## src/rtl/quad_pkg.sv

```systemverilog
// Shared types and helpers for the quadrature paddle decoder: Gray-coded AB
// states, the INIT/RUN state enum, and the step classification function.
package quad_pkg;

    localparam logic [1:0] S00 = 2'b00;
    localparam logic [1:0] S10 = 2'b10;
    localparam logic [1:0] S11 = 2'b11;
    localparam logic [1:0] S01 = 2'b01;

    typedef enum logic {
        INIT = 1'b0,
        RUN  = 1'b1
    } state_e;

    typedef enum logic [1:0] {
        NONE    = 2'd0,
        FWD     = 2'd1,
        BWD     = 2'd2,
        ILLEGAL = 2'd3
    } step_e;

    // Position of an AB pair along the forward cycle 00->10->11->01.
    function automatic logic [1:0] gray_idx(input logic [1:0] ab);
        logic [1:0] idx;
        case (ab)
            S00:     idx = 2'd0;
            S10:     idx = 2'd1;
            S11:     idx = 2'd2;
            S01:     idx = 2'd3;
            default: idx = 2'd0;
        endcase
        return idx;
    endfunction

    function automatic step_e decode_step(input logic [1:0] prev_ab, input logic [1:0] cur_ab);
        logic [1:0] delta;
        step_e      step;
        delta = gray_idx(cur_ab) - gray_idx(prev_ab);
        case (delta)
            2'd0:    step = NONE;
            2'd1:    step = FWD;
            2'd3:    step = BWD;
            default: step = ILLEGAL;
        endcase
        return step;
    endfunction

endpackage

```

## src/rtl/quad_glitch_filter.sv

```systemverilog
// One encoder channel: two-flop synchroniser followed by a persistence filter
// that only accepts a new level after FILT_LEN consecutive disagreeing samples.
module quad_glitch_filter #(
    parameter int FILT_LEN = 4
) (
    input  logic clk,
    input  logic rst_n,
    input  logic i_raw,
    input  logic i_track,
    output logic o_filt
);

    logic       r_s1;
    logic       r_s2;
    logic       r_filt;
    logic [3:0] r_cnt;
    logic       w_filt_nxt;
    logic [3:0] w_cnt_nxt;

    // While tracking, the filtered level follows the synchronised input directly.
    always_comb begin
        w_filt_nxt = r_filt;
        w_cnt_nxt  = 4'd0;
        if (i_track) begin
            w_filt_nxt = r_s2;
        end else if (r_s2 != r_filt) begin
            if ((r_cnt + 4'd1) == 4'(FILT_LEN)) begin
                w_filt_nxt = ~r_filt;
                w_cnt_nxt  = 4'd0;
            end else begin
                w_cnt_nxt  = r_cnt + 4'd1;
            end
        end else begin
            w_cnt_nxt = 4'd0;
        end
    end

    // Synchroniser, filter counter and filtered level registers.
    always_ff @(posedge clk or negedge rst_n) begin
        if (!rst_n) begin
            r_s1   <= 1'b0;
            r_s2   <= 1'b0;
            r_filt <= 1'b0;
            r_cnt  <= 4'd0;
        end else begin
            r_s1   <= i_raw;
            r_s2   <= r_s1;
            r_filt <= w_filt_nxt;
            r_cnt  <= w_cnt_nxt;
        end
    end

    assign o_filt = r_filt;

endmodule

```

## src/rtl/quad_paddle_decoder.sv

```systemverilog
// Paddle quadrature front end: filtered channels feed a 4x decoder that drives
// a saturating position counter and a saturating illegal-transition counter.
module quad_paddle_decoder
    import quad_pkg::*;
#(
    parameter int POS_W    = 9,
    parameter int POS_MIN  = 0,
    parameter int POS_MAX  = 511,
    parameter int POS_INIT = 256,
    parameter int FILT_LEN = 4
) (
    input  logic             clk,
    input  logic             rst_n,
    input  logic             quadA,
    input  logic             quadB,
    input  logic             clear,
    output logic [POS_W-1:0] position,
    output logic             moved,
    output logic             dir,
    output logic             err,
    output logic [7:0]       err_count
);

    localparam logic [POS_W-1:0] P_MIN     = POS_W'(POS_MIN);
    localparam logic [POS_W-1:0] P_MAX     = POS_W'(POS_MAX);
    localparam logic [POS_W-1:0] P_INIT    = POS_W'(POS_INIT);
    localparam logic [POS_W-1:0] P_ONE     = POS_W'(1);
    localparam logic [4:0]       INIT_LAST = 5'(FILT_LEN + 1);

    state_e           r_state;
    state_e           w_state_nxt;
    logic [4:0]       r_init_cnt;
    logic [4:0]       w_init_cnt_nxt;
    logic [1:0]       r_prev;
    logic [1:0]       w_prev_nxt;
    logic [POS_W-1:0] r_position;
    logic [POS_W-1:0] w_pos_nxt;
    logic             r_moved;
    logic             w_moved_nxt;
    logic             r_dir;
    logic             w_dir_nxt;
    logic             r_err;
    logic             w_err_nxt;
    logic [7:0]       r_err_count;
    logic [7:0]       w_errcnt_nxt;
    logic             w_filt_a;
    logic             w_filt_b;
    logic [1:0]       w_filt;
    logic             w_track;
    step_e            w_step;

    assign w_track = (r_state == INIT);
    assign w_filt  = {w_filt_a, w_filt_b};

    quad_glitch_filter #(.FILT_LEN(FILT_LEN)) u_filt_a (
        .clk     (clk),
        .rst_n   (rst_n),
        .i_raw   (quadA),
        .i_track (w_track),
        .o_filt  (w_filt_a)
    );

    quad_glitch_filter #(.FILT_LEN(FILT_LEN)) u_filt_b (
        .clk     (clk),
        .rst_n   (rst_n),
        .i_raw   (quadB),
        .i_track (w_track),
        .o_filt  (w_filt_b)
    );

    // Next-state logic: INIT settle timer, step decode, saturation, clear override.
    always_comb begin
        w_state_nxt    = r_state;
        w_init_cnt_nxt = r_init_cnt;
        w_prev_nxt     = r_prev;
        w_pos_nxt      = r_position;
        w_moved_nxt    = 1'b0;
        w_dir_nxt      = r_dir;
        w_err_nxt      = 1'b0;
        w_errcnt_nxt   = r_err_count;
        w_step         = decode_step(r_prev, w_filt);
        case (r_state)
            INIT: begin
                // prev is seeded from the settled inputs so a resting non-00 encoder is not an error
                if (r_init_cnt == INIT_LAST) begin
                    w_prev_nxt     = w_filt;
                    w_state_nxt    = RUN;
                    w_init_cnt_nxt = 5'd0;
                end else begin
                    w_init_cnt_nxt = r_init_cnt + 5'd1;
                end
            end
            RUN: begin
                w_prev_nxt = w_filt;
                case (w_step)
                    FWD: begin
                        w_dir_nxt = 1'b1;
                        if (r_position < P_MAX) begin
                            w_pos_nxt   = r_position + P_ONE;
                            w_moved_nxt = 1'b1;
                        end else begin
                            w_pos_nxt   = r_position;
                        end
                    end
                    BWD: begin
                        w_dir_nxt = 1'b0;
                        if (r_position > P_MIN) begin
                            w_pos_nxt   = r_position - P_ONE;
                            w_moved_nxt = 1'b1;
                        end else begin
                            w_pos_nxt   = r_position;
                        end
                    end
                    ILLEGAL: begin
                        w_err_nxt = 1'b1;
                        if (r_err_count != 8'hFF) begin
                            w_errcnt_nxt = r_err_count + 8'd1;
                        end else begin
                            w_errcnt_nxt = r_err_count;
                        end
                    end
                    default: begin
                        w_pos_nxt = r_position;
                    end
                endcase
            end
            default: begin
                w_state_nxt = INIT;
            end
        endcase
        if (clear) begin
            w_pos_nxt    = P_INIT;
            w_errcnt_nxt = 8'd0;
            w_moved_nxt  = 1'b0;
            w_err_nxt    = 1'b0;
            w_dir_nxt    = r_dir;
        end else begin
            w_errcnt_nxt = w_errcnt_nxt;
        end
    end

    // State and output registers.
    always_ff @(posedge clk or negedge rst_n) begin
        if (!rst_n) begin
            r_state     <= INIT;
            r_init_cnt  <= 5'd0;
            r_prev      <= S00;
            r_position  <= P_INIT;
            r_moved     <= 1'b0;
            r_dir       <= 1'b0;
            r_err       <= 1'b0;
            r_err_count <= 8'd0;
        end else begin
            r_state     <= w_state_nxt;
            r_init_cnt  <= w_init_cnt_nxt;
            r_prev      <= w_prev_nxt;
            r_position  <= w_pos_nxt;
            r_moved     <= w_moved_nxt;
            r_dir       <= w_dir_nxt;
            r_err       <= w_err_nxt;
            r_err_count <= w_errcnt_nxt;
        end
    end

    assign position  = r_position;
    assign moved     = r_moved;
    assign dir       = r_dir;
    assign err       = r_err;
    assign err_count = r_err_count;

endmodule

```

## config.mk

```make
export PLATFORM = sky130hd
export DESIGN_NAME = quad_paddle_decoder
export DESIGN_NICKNAME = d
export VERILOG_FILES = /design/src/rtl/quad_pkg.sv /design/src/rtl/quad_glitch_filter.sv /design/src/rtl/quad_paddle_decoder.sv
export SDC_FILE = /design/constraint.sdc
export NUM_CORES = 1
export LEC_CHECK = 0
export CELL_PAD_IN_SITES_DETAIL_PLACEMENT = 0
export CELL_PAD_IN_SITES_GLOBAL_PLACEMENT = 1
export CORE_ASPECT_RATIO = 0.9
export CORE_MARGIN = 5
export CORE_UTILIZATION = 43
export DETAILED_ROUTE_END_ITERATION = 8
export PLACE_DENSITY_LB_ADDON = 0.1
export SLEW_MARGIN = 5
export SYNTH_ARGS = -nofsm -noshare
export SYNTH_HDL_FRONTEND = slang
export SYNTH_SLANG_ARGS = --single-unit
```

## constraint.sdc

```tcl
create_clock -name clk -period 6.3 [get_ports clk]
set_input_delay 1.26 -clock clk [delete_from_list [all_inputs] [get_ports clk]]
set_output_delay 1.26 -clock clk [all_outputs]
set_load 0.01 [all_outputs]
```

==> impl_metrics.env, run 1 <==
export IMPL_fin_crit_ns=3.57
export IMPL_grt_usage_pct=14.6
export IMPL_cts_resized=0
export IMPL_cts_num_sinks=42
export IMPL_layout_common_cells="41 x dfrtp_1, 23 x nor2_1, 23 x clkdlybuf4s50_1, 17 x ha_1, 15 x nand2_1"
export IMPL_clk_pin_slew_ns=0.09
export IMPL_gp_congestion=0.805
export IMPL_power_internal_w=0.000926
export IMPL_combPwrFrac_pct=60.0
export IMPL_grt_max_degree=43
export IMPL_htree_num_levels=2
export IMPL_place_inst=321
export IMPL_worst_slew_pin_slew_ns=0.965
export IMPL_fill_cells=502
export IMPL_syn_avg_cell_area_um2=10.3
export IMPL_layout_commonest_cell="dfrtp_1"
export IMPL_regToRegEndpoint="position[8]$_DFFE_PN1P_"
export IMPL_endpoint_kind="flip-flop"
export IMPL_max_freq_mhz=280
export IMPL_drc_errors=0
export IMPL_synth_top_area_share_pct=42.4
export IMPL_coreArea_um2=5560
export IMPL_insertedDiodeCount=0
export IMPL_rsz0062_at_grt="false"
export IMPL_critPathRequiredTime_ns=6.52
export IMPL_yosys_area_top_type="dfrtp_1"
export IMPL_route_top_layer_used="met4"
export IMPL_initial_utilization_pct=43.5
export IMPL_hp_class="reg -> reg"
export IMPL_drtPass1Iterations=4
export IMPL_ir_worst_vdd_mv=0.290
export IMPL_via_per_inst=5.37
export IMPL_die_height_um=81.2
export IMPL_netlist_area_um2=2420
export IMPL_reg2reg_slack_ns=2.73
export IMPL_wl_met3_um=164
export IMPL_final_nets=280
export IMPL_syn_inst=235
export IMPL_holdPathEnd="u_filt_a.r_s2$_DFF_PN0_"
export IMPL_drt_iter0_markers=43
export IMPL_synth_ff_type="dfrtp_1"
export IMPL_hold_violations=0
export IMPL_outcome="finished, final reports clean"
export IMPL_slew_violations=0
export IMPL_cts_buffers=5
export IMPL_swShare_pct=43.9
export IMPL_cp_start_kind="flip-flop"
export IMPL_power_frac_seq_pct=24.4
export IMPL_fin_skew_ns=0.00756
export IMPL_syn_to_final_growth_pct=17.1
export IMPL_detail_route_antenna_nets=0
export IMPL_critical_path_class="reg -> reg"
export IMPL_stdcell_count=329
export IMPL_synthDistinctLibCells=54
export IMPL_timing_final_crit_share_pct=56.7
export IMPL_setup_tns_ns=0
export IMPL_synth_nets=257
export IMPL_synth_edf_count=0
export IMPL_async_flop_share_pct=100
export IMPL_cp_arrival_ns=3.79
export IMPL_antenna_found_initial=0
export IMPL_maxCapViolations=0
export IMPL_ctsLongestPathBuffers=2
export IMPL_whs_ns=0.356
export IMPL_post_cts_setup_buffers=0
export IMPL_root_buffer="clkbuf_8"
export IMPL_hold_path_cell_count=0
export IMPL_reg2reg_depth=13
export IMPL_num_vias=1767
export IMPL_ios=25
export IMPL_grt_ovfl_total=0
export IMPL_grt_pass1_vias=1748
export IMPL_wirelength_met1_um=2410
export IMPL_post_drt_wl_per_cell_um=14.7
export IMPL_cp_max_fo=10
export IMPL_power_per_cell_area_nw_per_um2=583
export IMPL_die_width_um=89.1
export IMPL_r2r_start="u_filt_b.o_filt$_DFFE_PN0P_"
export IMPL_grt_pass1_wl_um=8260
export IMPL_dpl_hpwl_um=3280
export IMPL_clkPwrFrac_pct=15.6
export IMPL_placed_area_um2=2700
export IMPL_hp_start="u_filt_a.r_s1$_DFF_PN0_"
export IMPL_clk_latency_ns=0.29
export IMPL_ys_warn_count=0
export IMPL_die_area_um2=7230
export IMPL_synth_seq_cells=42
export IMPL_postLayoutCellArea_um2=2840
export IMPL_setup_violations=0
export IMPL_met2_length_um=2220
export IMPL_power_w=0.00165
export IMPL_io_buffers=24
export IMPL_num_rows=26
export IMPL_postRouteWirelength_um=4830
export IMPL_p_sw_w=0.000726
export IMPL_cts_tree="built"
export IMPL_relSlewSlack_pct=35.7
export IMPL_drive_gt1_share_pct=9.65
export IMPL_cts_hold_buf=0
export IMPL_synth_area_top_cells="dfrtp_1 42%, ha_1 8.8%, xor2_1 4.3%, nor2_1 3.6%, xnor2_1 3.3%"
export IMPL_ys_seq_area_share_pct=43.5
export IMPL_power_leakage_nw=1.26
## cells in the mapped netlist (2+ instances only)
cell type / number
buf_6: 2
a211oi_1: 5
nor3_2: 2
o21ba_2: 2
nor3b_1: 4
inv_1: 8
a21oi_1: 7
or4_4: 2
dfrtp_1: 41
nand4_1: 10
nor2b_1: 3
and3_1: 6
or4_1: 2
or3_1: 2
o2111ai_1: 3
nand2b_1: 2
nand2_1: 15
a22oi_1: 2
xor2_1: 12
nor2_1: 23
o21ai_0: 10
xnor2_1: 9
nor4_1: 2
o21a_1: 2
nand3_1: 4
ha_1: 17
o31ai_1: 3
nor3_1: 5
clkbuf_1: 5
## per-layer routing
metal,vias up,GRT usage (%)
met4,0,4.02
li1,896,-
met3,2,3.65
met2,24,22.5
met5,-,0
met1,845,20.4
## kinds of logic after synthesis
family | Yosys count | synth area share (%)
buffers and inverters | 17 | 3.31
AOI/OAI and AO/OA | 41 | 11.5
xor gates and xnor gates | 23 | 9.66
muxes | 3 | 1.81
adders and majority gates | 17 | 8.79
DFF | 42 | 43.5
and+or+nand+nor | 92 | 21.4
## per-stage QoR
step / utilization [%] / setup slack, ns
final: 51.0 / 2.73
after global routing: 51.0 / 2.45
after floorplan: - / 3.00
after CTS: 51.0 / 2.69
after detailed placement: 48.5 / 2.68
after global placement: 48.5 / 2.80
## worst max-delay path, stage by stage, from the launching register on
cell	delay (ns)
dfrtp_1	0.45
inv_1	0.08
ha_1	0.27
inv_1	0.06
ha_1	0.16
xnor3_4	0.58
nor2_1	0.39
xor2_1	0.12
ha_1	0.29
o31a_2	0.34
o21ai_0	0.14
a31oi_1	0.13
o21ai_0	0.15
or3b_1	0.35
## registers in the layout, indices dropped and copies added (netlist names)
register         cells
u_filt_b.r_s1        1
err                  1
r_prev               2
u_filt_b.o_filt      1
position             9
err_count            8
dir                  1
u_filt_b.r_s2        1
r_init_cnt           5
u_filt_b.r_cnt       4
r_state              1
u_filt_a.o_filt      1
u_filt_a.r_cnt       4
u_filt_a.r_s2        1
moved                1
u_filt_a.r_s1        1
## final cells by class
class	count	area, um2	area share (%)
Inverter	9	33.8	1.19
Timing Repair Buffer	24	235	8.30
Clock inverter	3	68.8	2.43
Tap cell	70	87.6	3.09
Clock buffer	5	68.8	2.43
Multi-Input combinational cell	176	1290	45.5
Sequential cell	42	1050	37.1
## worst max-delay path by stage
stage                           startpoint                 endpoint  slack [ns]  cells past startpoint
6_report       u_filt_b.o_filt$_DFFE_PN0P_  position[8]$_DFFE_PN1P_        2.73                     13
3_3_place_gp   u_filt_a.o_filt$_DFFE_PN0P_  position[8]$_DFFE_PN1P_        2.80                     13
2_1_floorplan  u_filt_a.o_filt$_DFFE_PN0P_  position[8]$_DFFE_PN1P_        3.00                     13
3_5_place_dp   u_filt_b.o_filt$_DFFE_PN0P_  position[8]$_DFFE_PN1P_        2.68                     13
4_1_cts        u_filt_b.o_filt$_DFFE_PN0P_  position[8]$_DFFE_PN1P_        2.69                     13
5_1_grt        u_filt_b.o_filt$_DFFE_PN0P_  position[8]$_DFFE_PN1P_        2.45                     13
## power groups by stage
| stage | clock (W) | combinational [W] | sequential, W |
|---|---|---|---|
| floorplan | 0 | 0.000804 | 0.000394 |
| global placement | 0 | 0.000992 | 0.000409 |
| detailed placement | 0 | 0.000996 | 0.000409 |
| CTS | 0.000267 | 0.00100 | 0.000404 |
| global route | 0.000276 | 0.00111 | 0.000414 |
| finish | 0.000258 | 0.000992 | 0.000403 |
Note: power is estimated with default switching activity, not from simulation.
==> inputs of run 2 (changes only) <==
--- a/config.mk
+++ b/config.mk
@@ -9,7 +9,7 @@
 export CELL_PAD_IN_SITES_GLOBAL_PLACEMENT = 1
 export CORE_ASPECT_RATIO = 0.9
 export CORE_MARGIN = 5
-export CORE_UTILIZATION = 43
+export CORE_UTILIZATION = 40
 export DETAILED_ROUTE_END_ITERATION = 8
 export PLACE_DENSITY_LB_ADDON = 0.1
 export SLEW_MARGIN = 5
==> constraint.sdc (replaced) <==
create_clock -name clk -period 3.25 [get_ports clk]
set_input_delay 0.65 -clock clk [delete_from_list [all_inputs] [get_ports clk]]
set_output_delay 0.65 -clock clk [all_outputs]
set_load 0.01 [all_outputs]
==> impl_metrics.env, run 2 (synthesis results as in run 1) <==
export IMPL_die_width_um=92.0
export IMPL_die_height_um=83.8
export IMPL_postRouteWirelength_um=4890
export IMPL_cts_buffers=5
export IMPL_cts_tree="built"
export IMPL_slew_violations=0
export IMPL_layout_common_cells="40 x dfrtp_1, 23 x clkdlybuf4s50_1, 22 x nor2_1, 16 x ha_1, 15 x nand2_1"
export IMPL_hold_violations=0
export IMPL_crit_family="compound AO/OA/AOI/OAI gates"
export IMPL_critical_path_class="reg -> reg"
export IMPL_max_freq_mhz=329
export IMPL_post_drt_wl_per_cell_um=14.5
export IMPL_die_area_um2=7710
export IMPL_num_vias=1787
export IMPL_place_ws_ns=0.113
export IMPL_largest_reg_flops=9
export IMPL_detail_route_antenna_nets=0
export IMPL_power_per_cell_area_nw_per_um2=1170
export IMPL_fin_ws_ns=0.211
export IMPL_cp_arrival_ns=3.26
export IMPL_via_per_inst=5.29
export IMPL_cpPeakStageDelay_ns=0.49
export IMPL_clk_pin_slew_ns=0.08
export IMPL_grt_pass1_wl_um=8660
export IMPL_p_sw_w=0.00147
export IMPL_cp_start_kind="flip-flop"
export IMPL_ios=25
export IMPL_grt_ovfl_total=0
export IMPL_clkPwrFrac_pct=12.0
export IMPL_place_inst=329
export IMPL_swShare_pct=43.8
export IMPL_grt_pass1_vias=1767
export IMPL_endpoint_kind="flip-flop"
export IMPL_layout_commonest_cell="dfrtp_1"
export IMPL_power_leakage_nw=1.29
export IMPL_ir_worst_vdd_mv=0.672
export IMPL_worst_slew_pin_slew_ns=0.940
export IMPL_relSlewSlack_pct=37.3
export IMPL_hp_class="reg -> reg"
export IMPL_dpl_hpwl_um=3480
export IMPL_setup_violations=0
export IMPL_syn_to_final_growth_pct=18.9
export IMPL_power_internal_w=0.00189
export IMPL_fin_skew_ns=0.00409
export IMPL_timing_final_crit_share_pct=93.5
export IMPL_io_buffers=24
export IMPL_drive_gt1_share_pct=13.1
export IMPL_critPathRequiredTime_ns=3.47
export IMPL_fin_crit_ns=3.04
export IMPL_postLayoutCellArea_um2=2880
export IMPL_root_buffer="clkbuf_8"
export IMPL_whs_ns=0.354
export IMPL_htree_num_levels=2
export IMPL_rsz0062_at_grt="false"
export IMPL_slowest_stage="xnor3_4"
export IMPL_cp_max_fo=6
export IMPL_setup_tns_ns=0
export IMPL_antenna_found_initial=0
export IMPL_clk_latency_ns=0.29
export IMPL_drtPass1Iterations=4
export IMPL_cts_num_sinks=42
export IMPL_stdcell_count=338
export IMPL_cts_hold_buf=0
export IMPL_combPwrFrac_pct=65.2
export IMPL_grt_usage_pct=13.9
export IMPL_power_frac_seq_pct=22.8
export IMPL_ctsLongestPathBuffers=2
export IMPL_final_nets=289
export IMPL_placed_area_um2=2760
export IMPL_drt_iter0_markers=39
export IMPL_coreArea_um2=5790
export IMPL_crit_buf_inv=2
export IMPL_insertedDiodeCount=0
export IMPL_grt_max_degree=43
export IMPL_path_cells="inv_1 > ha_1 > inv_1 > ha_1 > xnor3_4 > nor2_2 > xor2_1 > ha_2 > o31a_2 > o21ai_0 > a31oi_1 > o21ai_0 > or3b_1"
export IMPL_num_rows=26
export IMPL_drc_errors=0
export IMPL_maxCapViolations=0
export IMPL_gp_congestion=0.772
export IMPL_initial_utilization_pct=41.8
export IMPL_outcome="finished, final reports clean"
==> run 2: cell types whose count changed in the layout (fill, tap and decap cells not counted), sizes merged <==
cell / change
buf: +9
bufinv: -1
clkbuf: +2
clkinv: -1
==> run 2: per-layer routing <==
metal,part of all wire (%),track usage (%),routed length (um),vias up
met3,3.0,3.25,145,8
met5,0,0,0,-
li1,-,-,-,906
met1,51,20.1,2480,851
met4,1.2,4.05,59,0
met2,45,20.7,2210,22
==> run 2: repair_timing <==
item	4_1_cts	5_1_grt
setup buffers	0	1
gates resized for setup	0	2
setup endpoints to repair	0	4
==> run 2: layout make-up <==
class | instances | area, um2
clock buffers | 7 | 76.3
well taps | 70 | 87.6
clock inverters | 1 | 30.0
multi-input cells | 176 | 1290
inverters | 9 | 33.8
fillers | 584 | 2910
repair buffers | 33 | 303
flip-flops and latches | 42 | 1050
==> run 2: worst paths after layout <==
kind	start	to	slack, ns	cells past startpoint
max	u_filt_b.o_filt$_DFFE_PN0P_	position[8]$_DFFE_PN1P_	0.21	13
min	u_filt_a.r_s1$_DFF_PN0_	u_filt_a.r_s2$_DFF_PN0_	0.35	0
max reg2reg	u_filt_b.o_filt$_DFFE_PN0P_	position[8]$_DFFE_PN1P_	0.21	13
min reg2reg	u_filt_a.r_s1$_DFF_PN0_	u_filt_a.r_s2$_DFF_PN0_	0.35	0
max in group asynchronous	rst_n	u_filt_b.o_filt$_DFFE_PN0P_	2.12	1
min in group asynchronous	rst_n	u_filt_b.r_cnt[2]$_DFF_PN0_	0.49	1
==> run 2: power by group through the flow <==
stage	sequential, W	combinational, W	clock (W)
3_3_place_gp	0.000779	0.00219	0
3_5_place_dp	0.000777	0.00218	0
5_1_grt	0.000795	0.00245	0.000451
6_report	0.000768	0.00219	0.000403
2_1_floorplan	0.000764	0.00157	0
4_1_cts	0.000770	0.00219	0.000424
==> run 2: worst register-to-register path, stage by stage, from the launching register on <==
cell	delay, ns
dfrtp_2	0.45
inv_1	0.09
ha_1	0.22
inv_1	0.06
ha_1	0.16
xnor3_4	0.49
nor2_2	0.13
xor2_1	0.08
ha_2	0.21
o31a_2	0.32
o21ai_0	0.14
a31oi_1	0.13
o21ai_0	0.15
or3b_1	0.35
==> run 2: through the flow <==
step                      utilization (%)  power, W
after global placement               47.7   0.00297
after floorplan                         -   0.00234
final                                49.7   0.00336
after global routing                 49.7   0.00370
after CTS                            49.5   0.00339
after detailed placement             47.7   0.00296
